`src/rtl/spi_sd_cmd_master.sv`:
```
// SPI mode-0 master: sends one 48-bit SD command frame, waits for the
// response start bit (with timeout), then captures RESP_BITS response bits.
// Ports:
//   clk, rst          system clock, async active-high reset
//   start             request a transaction (sampled only when idle)
//   cmd_index/arg/crc command fields packed into the outgoing frame
//   cs_hold           keep cs low after this transaction completes
//   busy, done        transaction in flight / one-cycle completion pulse
//   timed_out         no start bit seen; valid with done, held until start
//   resp_data         captured response, first received bit in the MSB
//   sclk, mosi, miso  SPI pins (CPOL=0, CPHA=0)
//   cs                chip select, active low
module spi_sd_cmd_master #(
   parameter int CLK_DIV   = 4,
   parameter int RESP_BITS = 24,
   parameter int NCR_MAX   = 8
) (
   input  logic                 clk,
   input  logic                 rst,
   input  logic                 start,
   input  logic [5:0]           cmd_index,
   input  logic [31:0]          cmd_arg,
   input  logic [6:0]           cmd_crc,
   input  logic                 cs_hold,
   output logic                 busy,
   output logic                 done,
   output logic                 timed_out,
   output logic [RESP_BITS-1:0] resp_data,
   output logic                 sclk,
   output logic                 mosi,
   input  logic                 miso,
   output logic                 cs
);

   localparam int DW   = (CLK_DIV > 1) ? $clog2(CLK_DIV) : 1;
   localparam int CMAX = (8 * NCR_MAX > 64) ? 8 * NCR_MAX : 64;
   localparam int CW   = $clog2(CMAX + 1);

   typedef enum logic [2:0] {
      S_IDLE,
      S_SEND,
      S_WAIT,
      S_RECV,
      S_FINISH
   } state_t;

   state_t                 r_state, w_state_d;
   logic [DW-1:0]          r_div, w_div_d;
   logic                   r_sclk, w_sclk_d;
   logic                   r_mosi, w_mosi_d;
   logic                   r_cs, w_cs_d;
   logic                   r_busy, w_busy_d;
   logic                   r_done, w_done_d;
   logic                   r_to, w_to_d;
   logic                   r_tflag, w_tflag_d;
   logic                   r_hold, w_hold_d;
   logic [RESP_BITS-1:0]   r_resp, w_resp_d;
   logic [RESP_BITS-1:0]   r_shift, w_shift_d;
   logic [46:0]            r_frame, w_frame_d;
   logic [CW-1:0]          r_cnt, w_cnt_d;

   logic [47:0]            w_frame_in;
   logic                   w_tick;
   logic                   w_rise;
   logic                   w_fall;

   assign w_frame_in = {2'b01, cmd_index, cmd_arg, cmd_crc, 1'b1};
   assign w_tick     = (r_div == DW'(CLK_DIV - 1));
   assign w_rise     = w_tick & ~r_sclk;
   assign w_fall     = w_tick & r_sclk;

   always_ff @(posedge clk or posedge rst) begin
      if (rst) begin
         r_state <= S_IDLE;
         r_div   <= '0;
         r_sclk  <= 1'b0;
         r_mosi  <= 1'b1;
         r_cs    <= 1'b1;
         r_busy  <= 1'b0;
         r_done  <= 1'b0;
         r_to    <= 1'b0;
         r_tflag <= 1'b0;
         r_hold  <= 1'b0;
         r_resp  <= '0;
         r_shift <= '0;
         r_frame <= '0;
         r_cnt   <= '0;
      end else begin
         r_state <= w_state_d;
         r_div   <= w_div_d;
         r_sclk  <= w_sclk_d;
         r_mosi  <= w_mosi_d;
         r_cs    <= w_cs_d;
         r_busy  <= w_busy_d;
         r_done  <= w_done_d;
         r_to    <= w_to_d;
         r_tflag <= w_tflag_d;
         r_hold  <= w_hold_d;
         r_resp  <= w_resp_d;
         r_shift <= w_shift_d;
         r_frame <= w_frame_d;
         r_cnt   <= w_cnt_d;
      end
   end

   always_comb begin
      w_state_d = r_state;
      w_div_d   = r_div;
      w_sclk_d  = r_sclk;
      w_mosi_d  = r_mosi;
      w_cs_d    = r_cs;
      w_busy_d  = r_busy;
      w_done_d  = 1'b0;
      w_to_d    = r_to;
      w_tflag_d = r_tflag;
      w_hold_d  = r_hold;
      w_resp_d  = r_resp;
      w_shift_d = r_shift;
      w_frame_d = r_frame;
      w_cnt_d   = r_cnt;

      // SCLK generator runs only while a transfer is on the wire
      if (r_state == S_SEND || r_state == S_WAIT || r_state == S_RECV) begin
         w_div_d = w_tick ? '0 : r_div + 1'b1;
         if (w_tick) begin
            w_sclk_d = ~r_sclk;
         end
      end

      unique case (r_state)
         S_IDLE: begin
            w_div_d = '0;
            if (start) begin
               w_state_d = S_SEND;
               w_frame_d = w_frame_in[46:0];
               w_mosi_d  = w_frame_in[47];
               w_hold_d  = cs_hold;
               w_cs_d    = 1'b0;
               w_busy_d  = 1'b1;
               w_to_d    = 1'b0;
               w_tflag_d = 1'b0;
               w_shift_d = '0;
               w_cnt_d   = '0;
            end
         end
         S_SEND: begin
            if (w_rise) begin
               w_cnt_d = r_cnt + 1'b1;
            end else if (w_fall) begin
               if (r_cnt == CW'(48)) begin
                  w_state_d = S_WAIT;
                  w_mosi_d  = 1'b1;
                  w_cnt_d   = '0;
               end else begin
                  w_mosi_d  = r_frame[46];
                  w_frame_d = {r_frame[45:0], 1'b0};
               end
            end
         end
         S_WAIT: begin
            if (w_rise) begin
               if (!miso) begin
                  w_shift_d = {r_shift[RESP_BITS-2:0], miso};
                  w_cnt_d   = CW'(1);
                  w_state_d = S_RECV;
               end else begin
                  w_cnt_d = r_cnt + 1'b1;
                  if (r_cnt == CW'(8 * NCR_MAX - 1)) begin
                     w_tflag_d = 1'b1;
                  end
               end
            end else if (w_fall && r_tflag) begin
               // leave only with sclk low so the pins idle cleanly
               w_state_d = S_FINISH;
            end
         end
         S_RECV: begin
            if (w_rise) begin
               w_shift_d = {r_shift[RESP_BITS-2:0], miso};
               w_cnt_d   = r_cnt + 1'b1;
            end else if (w_fall && r_cnt == CW'(RESP_BITS)) begin
               w_state_d = S_FINISH;
            end
         end
         S_FINISH: begin
            w_state_d = S_IDLE;
            w_done_d  = 1'b1;
            w_busy_d  = 1'b0;
            w_cs_d    = ~r_hold;
            w_to_d    = r_tflag;
            w_resp_d  = r_tflag ? '1 : r_shift;
            w_div_d   = '0;
            w_sclk_d  = 1'b0;
            w_mosi_d  = 1'b1;
         end
         default: begin
            w_state_d = S_IDLE;
         end
      endcase
   end

   assign busy      = r_busy;
   assign done      = r_done;
   assign timed_out = r_to;
   assign resp_data = r_resp;
   assign sclk      = r_sclk;
   assign mosi      = r_mosi;
   assign cs        = r_cs;

endmodule

```
`config.mk`:
```
export PLATFORM = sky130hd
export DESIGN_NAME = spi_sd_cmd_master
export DESIGN_NICKNAME = d
export VERILOG_FILES = /design/src/rtl/spi_sd_cmd_master.sv
export SDC_FILE = /design/constraint.sdc
export NUM_CORES = 1
export LEC_CHECK = 0
export BUFFER_PORTS_ARGS = -buffer_cell sky130_fd_sc_hd__buf_2
export CAP_MARGIN = 25
export CORE_MARGIN = 2
export CORE_UTILIZATION = 30
export CTS_CLUSTER_SIZE = 12
export DETAILED_ROUTE_END_ITERATION = 8
export HOLD_SLACK_MARGIN = 0.06
export PLACE_DENSITY = 0.51
export SLEW_MARGIN = 0
export SYNTH_ARGS = -nofsm -noshare
export SYNTH_HDL_FRONTEND = slang
export SYNTH_SLANG_ARGS = --single-unit
export TNS_END_PERCENT = 50
```
`constraint.sdc`:
```
create_clock -name clk -period 4.25 [get_ports clk]
set_clock_uncertainty 0.2 [all_clocks]
set_input_delay 0.425 -clock clk [delete_from_list [all_inputs] [get_ports clk]]
set_output_delay 0.425 -clock clk [all_outputs]
set_load 0.02 [all_outputs]
```
# ---- Word level (Yosys, flattened, before mapping)
# Cells that the tools add are included.
dict set report classes {
  n_eq_ne 24
  muxes 49
  n_reduce_logical 24
  n_bitwise 4
  add_sub_neg 2
  multipliers 0
  shift 0
  magnitude_cmp 0
  n_div 0
}
# cell n
set op_table {}
lappend op_table {{2-to-1 mux 47 bit} 4}
lappend op_table {{2-to-1 mux 24 bit} 5}
lappend op_table {{case mux 47 bit (2 select lines)} 1}
lappend op_table {{case mux 24 bit (3 select lines)} 1}
lappend op_table {{2-to-1 mux 7 bit} 7}
lappend op_table {{case mux 7 bit (4 select lines)} 1}
lappend op_table {{2-to-1 mux 3 bit} 9}
lappend op_table {{!= test 2 bit, second input constant} 9}
lappend op_table {{AND reduction 5 bit} 3}
lappend op_table {{equality test 7 x 6 -> 1 bit, second input constant} 2}
lappend op_table {{2-to-1 mux 1 bit} 12}
lappend op_table {{case mux 3 bit (4 select lines)} 1}
lappend op_table {{nonzero test 2 bit} 6}
lappend op_table {{case mux 1 bit (2 select lines)} 4}
lappend op_table {{AND reduction 8 bit} 1}
lappend op_table {{adder 7 x 1 -> 7 bit, second input constant} 1}
lappend op_table {{equality test 7 x 5 -> 1 bit, second input constant} 1}
lappend op_table {{equality test 3 x 2 -> 1 bit, second input constant} 2}
lappend op_table {{2-to-1 mux 2 bit} 3}
lappend op_table {{!= test 2 x 1 -> 1 bit, second input constant} 3}
lappend op_table {{!= test 3 x 2 -> 1 bit, second input constant} 2}
lappend op_table {{!= test 3 bit, second input constant} 2}
lappend op_table {{AND reduction 2 bit} 3}
lappend op_table {{AND reduction 6 bit} 1}
lappend op_table {{other kinds (14)} 19}
dict set report totals {
  output_inout_bits 30
  mem_bits_rw 0
  latchBits 0
  memories 0
  rom_bits 0
  wordCells 117
  regBits 115
  inputBits 50
}

# ---- Logic depth before layout (Yosys ltp)
# Gate-level depths: netlist (run 1).
dict set report depth {
  word_depth 6
  depth_mapped 8
  ltp_nobuf 6
}

# ---- Worst setup path after synthesis (run 1)
# Ideal clock, no wire load.
dict set report synth_path {
  kind {register -> register}
  startpoint {reg r_cnt[0]}
  endpoint {reg r_frame[10]}
  path_buffers 2
  stages_incl_launch_ff 9
  setup_ps 125
  arrival_ps 1777
  path_slack_ps 2148
  cell_sequence {dfrtp_1 -> inv_1 -> ha_1 -> and4bb_2 -> nand2_1 -> a41o_1 -> buf_6 -> buf_6 -> mux2_4}
}
dict set report synth_via {
  elab_chain_cells 3
}
# element line_no
set synth_lines {}
lappend synth_lines {{start: declaration} 60} ;# logic [CW-1:0] r_cnt, w_cnt_d;
lappend synth_lines {{start signal: assignment} 102} ;# r_cnt <= w_cnt_d;
lappend synth_lines {{equality test 7 x 6 -> 1 bit} 150} ;# if (r_cnt == CW'(48)) begin
lappend synth_lines {{!= test 2 bit (no source line)} --}
lappend synth_lines {{AND reduction 5 bit (no source line)} --}
lappend synth_lines {{end signal: assignment} 101} ;# r_frame <= w_frame_d;
lappend synth_lines {{end: declaration} 59} ;# logic [46:0] r_frame, w_frame_d;
# Every way passes these cells.
# A chain may end at the register's enable or synchronous reset.

# ---- Worst setup path after layout (run 1)
dict set report layout_path {
  startpoint {reg r_div[0]}
  endpoint {reg r_shift[22]}
}
dict set report layout_via {
  elab_chain_cells 4
  word_cells_on_any_way 5
  cone_classes {eq/ne (3); bitwise (1); reduce/logical (1)}
}
# element line_no
set layout_lines {}
lappend layout_lines {{start: declaration} 48} ;# logic [DW-1:0] r_div, w_div_d;
lappend layout_lines {{start signal: assignment} 90} ;# r_div <= w_div_d;
lappend layout_lines {{equality test 2 bit *} 68} ;# assign w_tick = (r_div == DW'(CLK_DIV - 1));
lappend layout_lines {{AND 1 bit *} 69} ;# assign w_rise = w_tick & ~r_sclk;
lappend layout_lines {{!= test 2 bit (no source line)} --}
lappend layout_lines {{AND reduction 5 bit (no source line) *} --}
lappend layout_lines {{end signal: assignment} 100} ;# r_shift <= w_shift_d;
lappend layout_lines {{end: declaration} 58} ;# logic [RESP_BITS-1:0] r_shift, w_shift_d;
# Mark *: on every way between the ends. The rest lies on a longest branch, timed or not.

==> reports/qor.yml, run 1 <==
status:
  status: "complete, no violations"
setup_path:
  required_ns: 4.38
  crit_arrival_ns: 3.27
  slowest_stage: "a32oi_2"
  path_buf_inv: 1
  critical_path_depth: 6
  start_kind: "flop"
  reg2reg_to: "r_shift[22]$_DFFE_PP0P_"
  cpPeakStageDelay_ns: 0.57
  critPathCaptureType: "flop"
  rr_worst_depth: 6
  cp_top_family: "simple AND/OR/NAND/NOR gates"
  rrSetupSlack_ns: 1.11
  worstPathMaxFanout: 27
  cp_cell_sequence: "ha_1 -> nor2b_1 -> a32oi_2 -> nor2_1 -> buf_4 -> mux2i_1"
  r2r_start: "r_div[0]$_DFFE_PP0P_"
  crit_type: "reg -> reg"
routing:
  num_vias: 4272
  drtPass1Iterations: 6
  dr.first_iter.drc_count: 273
  routed_wl_um: 12800
  viasPerCell: 4.76
  drcViolationCount: 0
  postRouteAntennaNets: 0
  wire_per_inst_um: 14.2
timing:
  min_period_ns: 3.14
  post-route-period-util_pct: 73.8
  worst_pin_slew_ns: 1.12
  finalSetupViolCount: 0
  slew_violations: 0
  slew_headroom_pct: 25.4
  fin_setup_tns_ns: 0
  layout_setup_ws_ns: 1.11
  rsz0062_at_grt: "false"
  finalHoldViolations: 0
  max_clock_freq_mhz: 319
synth:
  syn_nets: 633
  synth_area_um2: 5670
  synth_top_area_share_pct: 49.9
  async_reset_ff_share_pct: 100
  ys_warn_count: 0
  ys_ff_latch: 115
  synth-edff-count: 0
  synth_cell_type_count: 54
  ys_seq_area_share_pct: 50.8
  avgSynthCellArea_um2: 9.80
  synthCells: 579
  synthTopCellsByArea: "dfrtp_1 50%, nand2_1 14%, mux2_4 10%"
  yosysTopAreaCell: "dfrtp_1"
  ys.flop_type: "dfrtp_1"
global_route:
  grt_pass1_vias: 4371
  grt_max_degree: 68
  antenna_found_initial: 0
  grt_pass1_wl_um: 21500
  gr-total-overflow: 0
  grt_usage_pct: 13.5
power:
  p_sw_share_pct: 20.4
  power_w: 0.00254
  internal_power_w: 0.00202
  power.density_nw_per_um2: 371
  combPwrFrac_pct: 3.0
  leakage_nw: 3.53
  pwr-share-clk_pct: 53.6
  p_seq_share_pct: 43.4
  ir_worst_vdd_uv: 298
  switching_power_w: 0.000518
die:
  start_util_pct: 30.4
  coreArea_um2: 18600
  fp.dieH_um: 141
  die_area_um2: 20000
  num_rows: 50
  pin_count: 80
  die_w_um: 141
hold_path:
  hp-class: "in -> reg"
  min_to: "r_frame[25]$_DFFE_PP0P_"
  worstHoldPathCells: 4
  min_from: "cmd_arg[17]"
cts:
  clock_path_buffers: 2
  clock_sinks: 115
  cts_buffers: 17
  insertion_delay_ns: 0.41
  htreeDepth: 4
  tritoncts: "done"
  clk_pin_slew_ns: 0.05
  clk_root_buffer_cell: "clkbuf_16"
place:
  dpl_worst_slack_ns: 1.13
  dpl.hpwl_um: 8440
  port_buffers: 79
  place_congestion: 0.832
run:
  cap_violations: 0
layout:
  fin_nets: 706
  diodes: 0
  syn2layout_area_growth_pct: 20.7
  drive_gt1_share_pct: 26.2
## synthesized netlist by cell type, types with 3 or more instances
master / number
mux2i_1: 13
a21oi_1: 5
nand3_1: 5
o21ai_0: 31
inv_1: 20
nand2_1: 205
dfrtp_1: 113
buf_2: 8
nor3_1: 4
nor2_1: 14
ha_1: 4
mux2_4: 39
nand2b_1: 5
mux2_1: 6
buf_1: 3
clkbuf_1: 21
or2_2: 4
buf_6: 5
nor2b_1: 5
o31ai_1: 3
o21ai_1: 9
o41ai_1: 13
## metrics by stage
stage	hold WS, ns	instances	instance area, um^2	utilization [%]
2_1_floorplan	0.178	579	5670	-
6_report	0.127	898	6850	36.7
3_5_place_dp	0.197	865	6260	33.6
4_1_cts	0.109	898	6850	36.7
5_1_grt	0.144	898	6850	36.7
3_3_place_gp	0.190	865	6260	33.6
## layer usage
layer  GRT usage [%]  vias up  part of all wire, %
li1                -     2109                    -
met1            17.5     2017                   47
met2            20.9      117                   45
met3            2.94       29                  4.8
met4            7.68        0                  2.9
met5               0        -                    0
## sequential cells by signal, indices dropped and copies added (netlist names), 2 cells and up
register	cells
r_state	3
r_cnt	7
r_frame	47
r_shift	24
r_div	2
resp_data	24
## worst max-delay path by stage
stage	endpoint	slack (ns)	from
floorplan	busy$_DFFE_PP0P_	0.58	rst
finish	r_shift[22]$_DFFE_PP0P_	1.11	r_div[0]$_DFFE_PP0P_
detailed placement	r_shift[22]$_DFFE_PP0P_	1.13	r_div[0]$_DFFE_PP0P_
global placement	r_shift[20]$_DFFE_PP0P_	1.24	r_div[0]$_DFFE_PP0P_
global route	r_shift[22]$_DFFE_PP0P_	0.85	r_div[0]$_DFFE_PP0P_
CTS	r_shift[20]$_DFFE_PP0P_	1.12	r_div[0]$_DFFE_PP0P_
## power by group through the flow
stage / clock, W / combinational [W] / sequential [W]
4_1_cts: 0.00140 / 0.0000783 / 0.00110
6_report: 0.00136 / 0.0000750 / 0.00110
3_5_place_dp: 0 / 0.0000768 / 0.00112
3_3_place_gp: 0 / 0.0000749 / 0.00112
5_1_grt: 0.00145 / 0.0000884 / 0.00110
2_1_floorplan: 0 / 0.0000386 / 0.00112
## tightest hold or removal path: stages
cell	delay [ns]
buf_2	0.07
nand2_1	0.04
nand2_1	0.05
mux2_1	0.11
## cell families after synthesis
family | Yosys count | synth area share [%]
compound gates | 90 | 11.3
fa+ha+maj | 4 | 0.882
buf+inv | 58 | 4.68
flops | 115 | 50.8
mux | 60 | 14.2
simple gates | 252 | 18.2
## layout make-up
class | count | area (um^2)
clock buffers | 27 | 523
clock inverters | 4 | 45.0
fillers | 1903 | 11800
inverters | 21 | 81.3
multi-input cells | 406 | 2530
flip-flops and latches | 115 | 2880
well taps | 234 | 293
repair buffers | 91 | 490
## placed cells by master, fill, tap and decap left out, types with 5 or more instances in the layout
cell       count
a21oi_1        5
o41ai_1       13
mux2i_1       13
clkbuf_16     17
dfrtp_1      113
mux2_1         6
clkbuf_8       6
o21ai_0       31
nand3_1        5
buf_4         10
nor2b_1        5
o21ai_1        9
nand2b_1       5
inv_1         19
nor2_1        14
nand2_1      205
mux2_4        39
buf_2         79
## repair_timing
item / CTS / global route
hold buffers: 2 / 0
setup buffers: 0 / 0
gates resized for setup: 0 / 0
endpoints found under the hold margin: 66 / 0
Power figures use the tool's default switching activity.
==> inputs of run 2 (changes only) <==
PLACE_DENSITY = 0.53   (was 0.51)
clock period = 2.59 ns   (was 4.25 ns; I/O delays follow)
==> reports/qor.yml, run 2 (synthesis gave the netlist of run 1 again) <==
global_route:
  grt_max_degree: 99  # +46%
  grt_usage_pct: 13.7  # +0.23 points
  gr-total-overflow: 0  # unchanged
  antenna_found_initial: 0  # unchanged
  grt_pass1_vias: 4488  # +2.7%
  grt_pass1_wl_um: 22000  # +1.9%
run:
  cap_violations: 0  # unchanged
die:
  num_rows: 50  # unchanged
  die_w_um: 141  # unchanged
  die_area_um2: 20000  # unchanged
  pin_count: 80  # unchanged
  coreArea_um2: 18600  # unchanged
  start_util_pct: 30.4  # unchanged
  fp.dieH_um: 141  # unchanged
cts:
  cts_setup_buffers: 0  # unchanged
  tritoncts: "done"
  clk_root_buffer_cell: "clkbuf_16"
  insertion_delay_ns: 0.41  # about the same
  clock_sinks: 115  # unchanged
  clk_pin_slew_ns: 0.05  # about the same
  cts_buffers: 17  # unchanged
  cts-resized-gates: 0  # unchanged
  clock_path_buffers: 2  # unchanged
  htreeDepth: 4  # unchanged
layout:
  multi_input_area_um2: 2530  # unchanged
  fin_nets: 763  # +8.1%
  fillers: 1834  # -3.6%
  design_area_um2: 7430  # +8.5%
  largest_register_ffs: 47  # unchanged
  largest_register: "r_frame"
  regArea_um2: 2880  # unchanged
  final_cell_mix: "205 x nand2_1, 113 x dfrtp_1, 79 x buf_2, 48 x dlygate4sd3_1, 39 x mux2_4"
  layout_commonest_cell: "nand2_1"
  drive_gt1_share_pct: 25.6  # -0.65 points
  diodes: 0  # unchanged
  syn2layout_area_growth_pct: 31.0
status:
  status: "complete, no violations"
timing:
  max_clock_freq_mhz: 413  # +30%
  post-route-period-util_pct: 93.4  # +20 points
  slew_violations: 0  # unchanged
  finalHoldViolations: 0  # unchanged
  whs_ns: 0.203  # +0.0764 ns
  fin_setup_tns_ns: 0  # unchanged
  finalSetupViolCount: 0  # unchanged
  layout_setup_ws_ns: 0.171  # -0.944 ns
  rsz0062_at_grt: "false"
  worst_pin_slew_ns: 0.580  # -0.539 ns
  slew_headroom_pct: 61.3  # +36 points
  min_period_ns: 2.42  # -0.716 ns
power:
  power.density_nw_per_um2: 573  # +54%
  ir_worst_vdd_uv: 443  # +48%
  power_w: 0.00425  # +68%
  leakage_nw: 3.78  # +7.2%
routing:
  dr.first_iter.drc_count: 229  # -16%
  routed_wl_um: 12900  # +1.3%
  wire_per_inst_um: 13.5  # -4.6%
  num_vias: 4447  # +4.1%
  viasPerCell: 4.66  # -2.0%
  postRouteAntennaNets: 0  # unchanged
  drtPass1Iterations: 4  # -2
  drcViolationCount: 0  # unchanged
place:
  place_congestion: 0.823  # -1.1%
  dpl_worst_slack_ns: 0.179  # -0.950 ns
  place_area_um2: 6380  # +1.9%
  dpl.hpwl_um: 8430  # -0.16%
  port_buffers: 79  # unchanged
setup_path:
  crit_arrival_ns: 2.51  # -0.76 ns
  start_kind: "flop"
  critPathCaptureType: "flop"
  worstPathMaxFanout: 10  # -63%
  crit_type: "reg -> reg"
  required_ns: 2.68  # -1.70 ns
hold_path:
  hp-class: "in -> reg"
==> run 2: cell types whose count changed in the layout (fill, tap and decap cells not counted) <==
cell,before,now
buf_12,0,3
buf_4,10,18
bufinv_16,1,2
clkbuf_8,6,4
clkinvlp_4,0,1
dlygate4sd3_1,2,48
inv_4,1,0
==> run 2: routing by layer <==
| layer | vias to the layer above | routed length [um] | track usage, % | part of all wire [%] |
|---|---|---|---|---|
| met1 | 2122 | 6320 | 18.3 | 49 |
| met4 | 0 | 235 | 4.84 | 1.8 |
| met5 | - | 0 | 0 | 0 |
| li1 | 2217 | - | - | - |
| met2 | 85 | 5880 | 21.3 | 45 |
| met3 | 23 | 482 | 3.88 | 3.7 |
==> run 2: worst max-delay path, stage by stage (launching register included) <==
cell	delay, ns
dfrtp_1	0.41
inv_1	0.06
ha_1	0.19
and4bb_2	0.27
nand2_1	0.15
a41o_2	0.43
buf_4	0.25
mux2_1	0.33
==> run 2: metrics by stage <==
step,utilization [%],instances
after floorplan,-,579
after global placement,34.2,876
after detailed placement,34.2,876
after CTS,39.9,954
after global routing,39.9,954
final,39.9,954
==> run 2: repair_timing <==
item                       4_1_cts  5_1_grt
setup endpoints to repair        0        0
hold buffers                    48        0
hold endpoints to repair        64        0
==> run 2: final timing paths <==
check,slack (ns),end,from,depth (start not counted)
worst max register to register,0.17,r_frame[24]$_DFFE_PP0P_,r_cnt[0]$_DFFE_PP0P_,7
min in group asynchronous,0.21,r_frame[19]$_DFFE_PP0P_,rst,3
worst min-delay path,0.20,r_shift[21]$_DFFE_PP0P_,start,4
worst max-delay path,0.17,r_frame[24]$_DFFE_PP0P_,r_cnt[0]$_DFFE_PP0P_,7
max in group asynchronous,1.14,mosi$_DFFE_PP1P_,rst,4
worst min register to register,0.21,cs$_DFFE_PP1P_,r_hold$_DFFE_PP0P_,1
==> run 2: layout make-up <==
cell class                 count  share of cell area [%]
clock buffer                  25                    6.67
clock inverter                 5                    1.01
inverter                      21                    1.11
multi-input combinational    406                    34.1
sequential                   115                    38.8
tap                          234                    3.94
timing repair buffer         148                    14.4
==> run 2: power by group <==
group          switching, W  internal (W)
clock network      0.000769       0.00150
registers        0.00000293       0.00180
logic             0.0000820     0.0000960
total              0.000854       0.00340
==> inputs of run 3 (changes only) <==
CTS_BUF_LIST = sky130_fd_sc_hd__clkbuf_2   (was unset)
GPL_TIMING_DRIVEN = 0   (was unset)
MAX_ROUTING_LAYER = met4   (was unset)
==> reports/qor.yml, run 3 (synthesis gave the netlist of run 1 again) <==
timing:
  finalSetupViolCount: 0  # unchanged
  fin_setup_tns_ns: 0  # unchanged
  max_clock_freq_mhz: 413  # -0.16%
  slew_headroom_pct: 62.1  # +0.79 points
  rsz0062_at_grt: "false"
  min_period_ns: 2.42  # +0.00377 ns
  worst_pin_slew_ns: 0.568  # -0.0118 ns
  slew_violations: 0  # unchanged
  finalHoldViolations: 0  # unchanged
  post-route-period-util_pct: 93.6  # +0.15 points
setup_path:
  crit_arrival_ns: 2.79  # +0.28 ns
  crit_type: "reg -> reg"
  start_kind: "flop"
  worstPathMaxFanout: 8  # -2
  cpPeakStageDelay_ns: 0.56  # +0.13 ns
  required_ns: 2.96  # +0.28 ns
  slowest_stage: "dlygate4sd3_1"
  critPathCaptureType: "flop"
  cp_cell_sequence: "nor2_2 -> and3_1 -> buf_2 -> mux2_2 -> dlygate4sd3_1"
die:
  pin_count: 80  # unchanged
  start_util_pct: 30.4  # unchanged
  fp.dieH_um: 141  # unchanged
  num_rows: 50  # unchanged
  die_area_um2: 20000  # unchanged
  die_w_um: 141  # unchanged
  coreArea_um2: 18600  # unchanged
status:
  status: "complete, no violations"
place:
  port_buffers: 79  # unchanged
  dpl.hpwl_um: 9210  # +9.2%
  place_congestion: 0.843  # +2.5%
  place_area_um2: 6420  # +0.71%
  place_inst: 895  # +2.2%
power:
  combPwrFrac_pct: 5.6  # +1.4 points
  p_seq_share_pct: 54.0  # +12 points
  internal_power_w: 0.00253  # -26%
  power.density_nw_per_um2: 463  # -19%
  switching_power_w: 0.000813  # -4.7%
  ir_worst_vdd_uv: 303  # -31%
  p_sw_share_pct: 24.3  # +4.3 points
  pwr-share-clk_pct: 40.4  # -13 points
  leakage_nw: 3.67  # -3.0%
layout:
  post-route-util_pct: 38.8  # -1.1 points
  final_cell_mix: "205 x nand2_1, 113 x dfrtp_1, 86 x buf_2, 51 x dlygate4sd3_1, 39 x mux2_4"
  fin_cells: 978  # +2.5%
  layout_commonest_cell: "nand2_1"
  diodes: 0  # unchanged
  syn2layout_area_growth_pct: 27.4
  largest_register: "r_frame"
  largest_register_ffs: 47  # unchanged
  fin_nets: 785  # +2.9%
  design_area_um2: 7230  # -2.7%
  drive_gt1_share_pct: 24.7  # -0.82 points
global_route:
  grt_usage_pct: 14.4  # +0.74 points
  grt_pass1_vias: 4592  # +2.3%
  gr-total-overflow: 0  # unchanged
  grt_max_degree: 39  # -61%
  grt_pass1_wl_um: 22700  # +3.6%
  antenna_found_initial: 0  # unchanged
cts:
  htreeDepth: 4  # unchanged
  cts_setup_buffers: 0  # unchanged
  tritoncts: "done"
  clk_pin_slew_ns: 0.17  # +0.12 ns
  insertion_delay_ns: 0.68  # +0.27 ns
  clk_root_buffer_cell: "clkbuf_2"
  clock_path_buffers: 2  # unchanged
  clock_sinks: 115  # unchanged
  cts_buffers: 17  # unchanged
routing:
  drcViolationCount: 0  # unchanged
  drtPass1Iterations: 4  # unchanged
  viasPerCell: 4.69  # +0.53%
  num_vias: 4583  # +3.1%
  dr.first_iter.drc_count: 226  # -1.3%
  wire_per_inst_um: 13.7  # +0.95%
  postRouteAntennaNets: 0  # unchanged
  routed_wl_um: 13400  # +3.5%
hold_path:
  hp-class: "reg -> reg"
run:
  cap_violations: 0  # unchanged
[run 3: cell count changes in the layout (fill, tap and decap cells not counted), moves of 2 or more]
cell	change
buf_4	-18
dlygate4sd3_1	+3
bufinv_16	+2
clkbuf_2	+19
buf_2	+7
buf_6	+5
clkinv_1	+2
clkbuf_8	-4
buf_1	+3
clkinvlp_4	+4
clkinv_4	+2
clkbuf_16	-17
clkbuf_1	+15
[run 3: metal layers]
| layer | vias up | global-route usage (%) | wire [um] |
|---|---|---|---|
| li1 | 2255 | - | - |
| met1 | 2210 | 19.1 | 6530 |
| met2 | 106 | 22.1 | 6120 |
| met3 | 12 | 4.05 | 576 |
| met4 | 0 | 3.47 | 145 |
| met5 | - | - | 0 |
[run 3: stage by stage]
stage          setup slack (ns)  hold WS, ns  power [W]
3_3_place_gp            -0.0657        0.189    0.00196
2_1_floorplan             0.488        0.178    0.00190
4_1_cts                  0.0527        0.146    0.00340
6_report                  0.167        0.224    0.00334
3_5_place_dp             0.0905       0.0400    0.00197
5_1_grt                  0.0294        0.151    0.00351
[run 3: critical path: cells and delay by family (launching register included)]
kind          cells  cell delay, ns
buf+inv           2            0.75
flops             1            0.48
mux               1            0.35
simple gates      2            0.56
[run 3: final timing paths]
path,slack [ns],to,start,depth (start not counted)
setup / recovery,0.17,r_hold$_DFFE_PP0P_,r_state[1]$_DFFE_PP0P_,5
hold / removal,0.22,cs$_DFFE_PP1P_,r_hold$_DFFE_PP0P_,1
setup reg to reg,0.17,r_hold$_DFFE_PP0P_,r_state[1]$_DFFE_PP0P_,5
hold reg to reg,0.22,cs$_DFFE_PP1P_,r_hold$_DFFE_PP0P_,1
max in group asynchronous,0.91,mosi$_DFFE_PP1P_,rst,6
min in group asynchronous,0.42,r_frame[16]$_DFFE_PP0P_,rst,4
[run 3: final cells by class]
cell class                 instances  area (um^2)
fill                            1901        11400
sequential                       115         2880
multi-input combinational        406         2540
timing repair buffer             133          966
tap                              234          293
buffer                            37          191
clock inverter                    15          190
clock buffer                      17         85.1
inverter                          21         82.6
[run 3: what timing repair did]
item,4_1_cts,5_1_grt
endpoints found under the hold margin,180,0
endpoints found under the setup margin,0,24
resized for setup,0,7
hold buffers,51,0
[run 3: power groups by stage]
stage                     clock (W)  combinational [W]  sequential [W]
final                       0.00135           0.000187         0.00181
after floorplan                   0          0.0000638         0.00184
after global routing        0.00149           0.000213         0.00181
after CTS                   0.00140           0.000191         0.00181
after detailed placement          0           0.000133         0.00184
after global placement            0           0.000119         0.00184
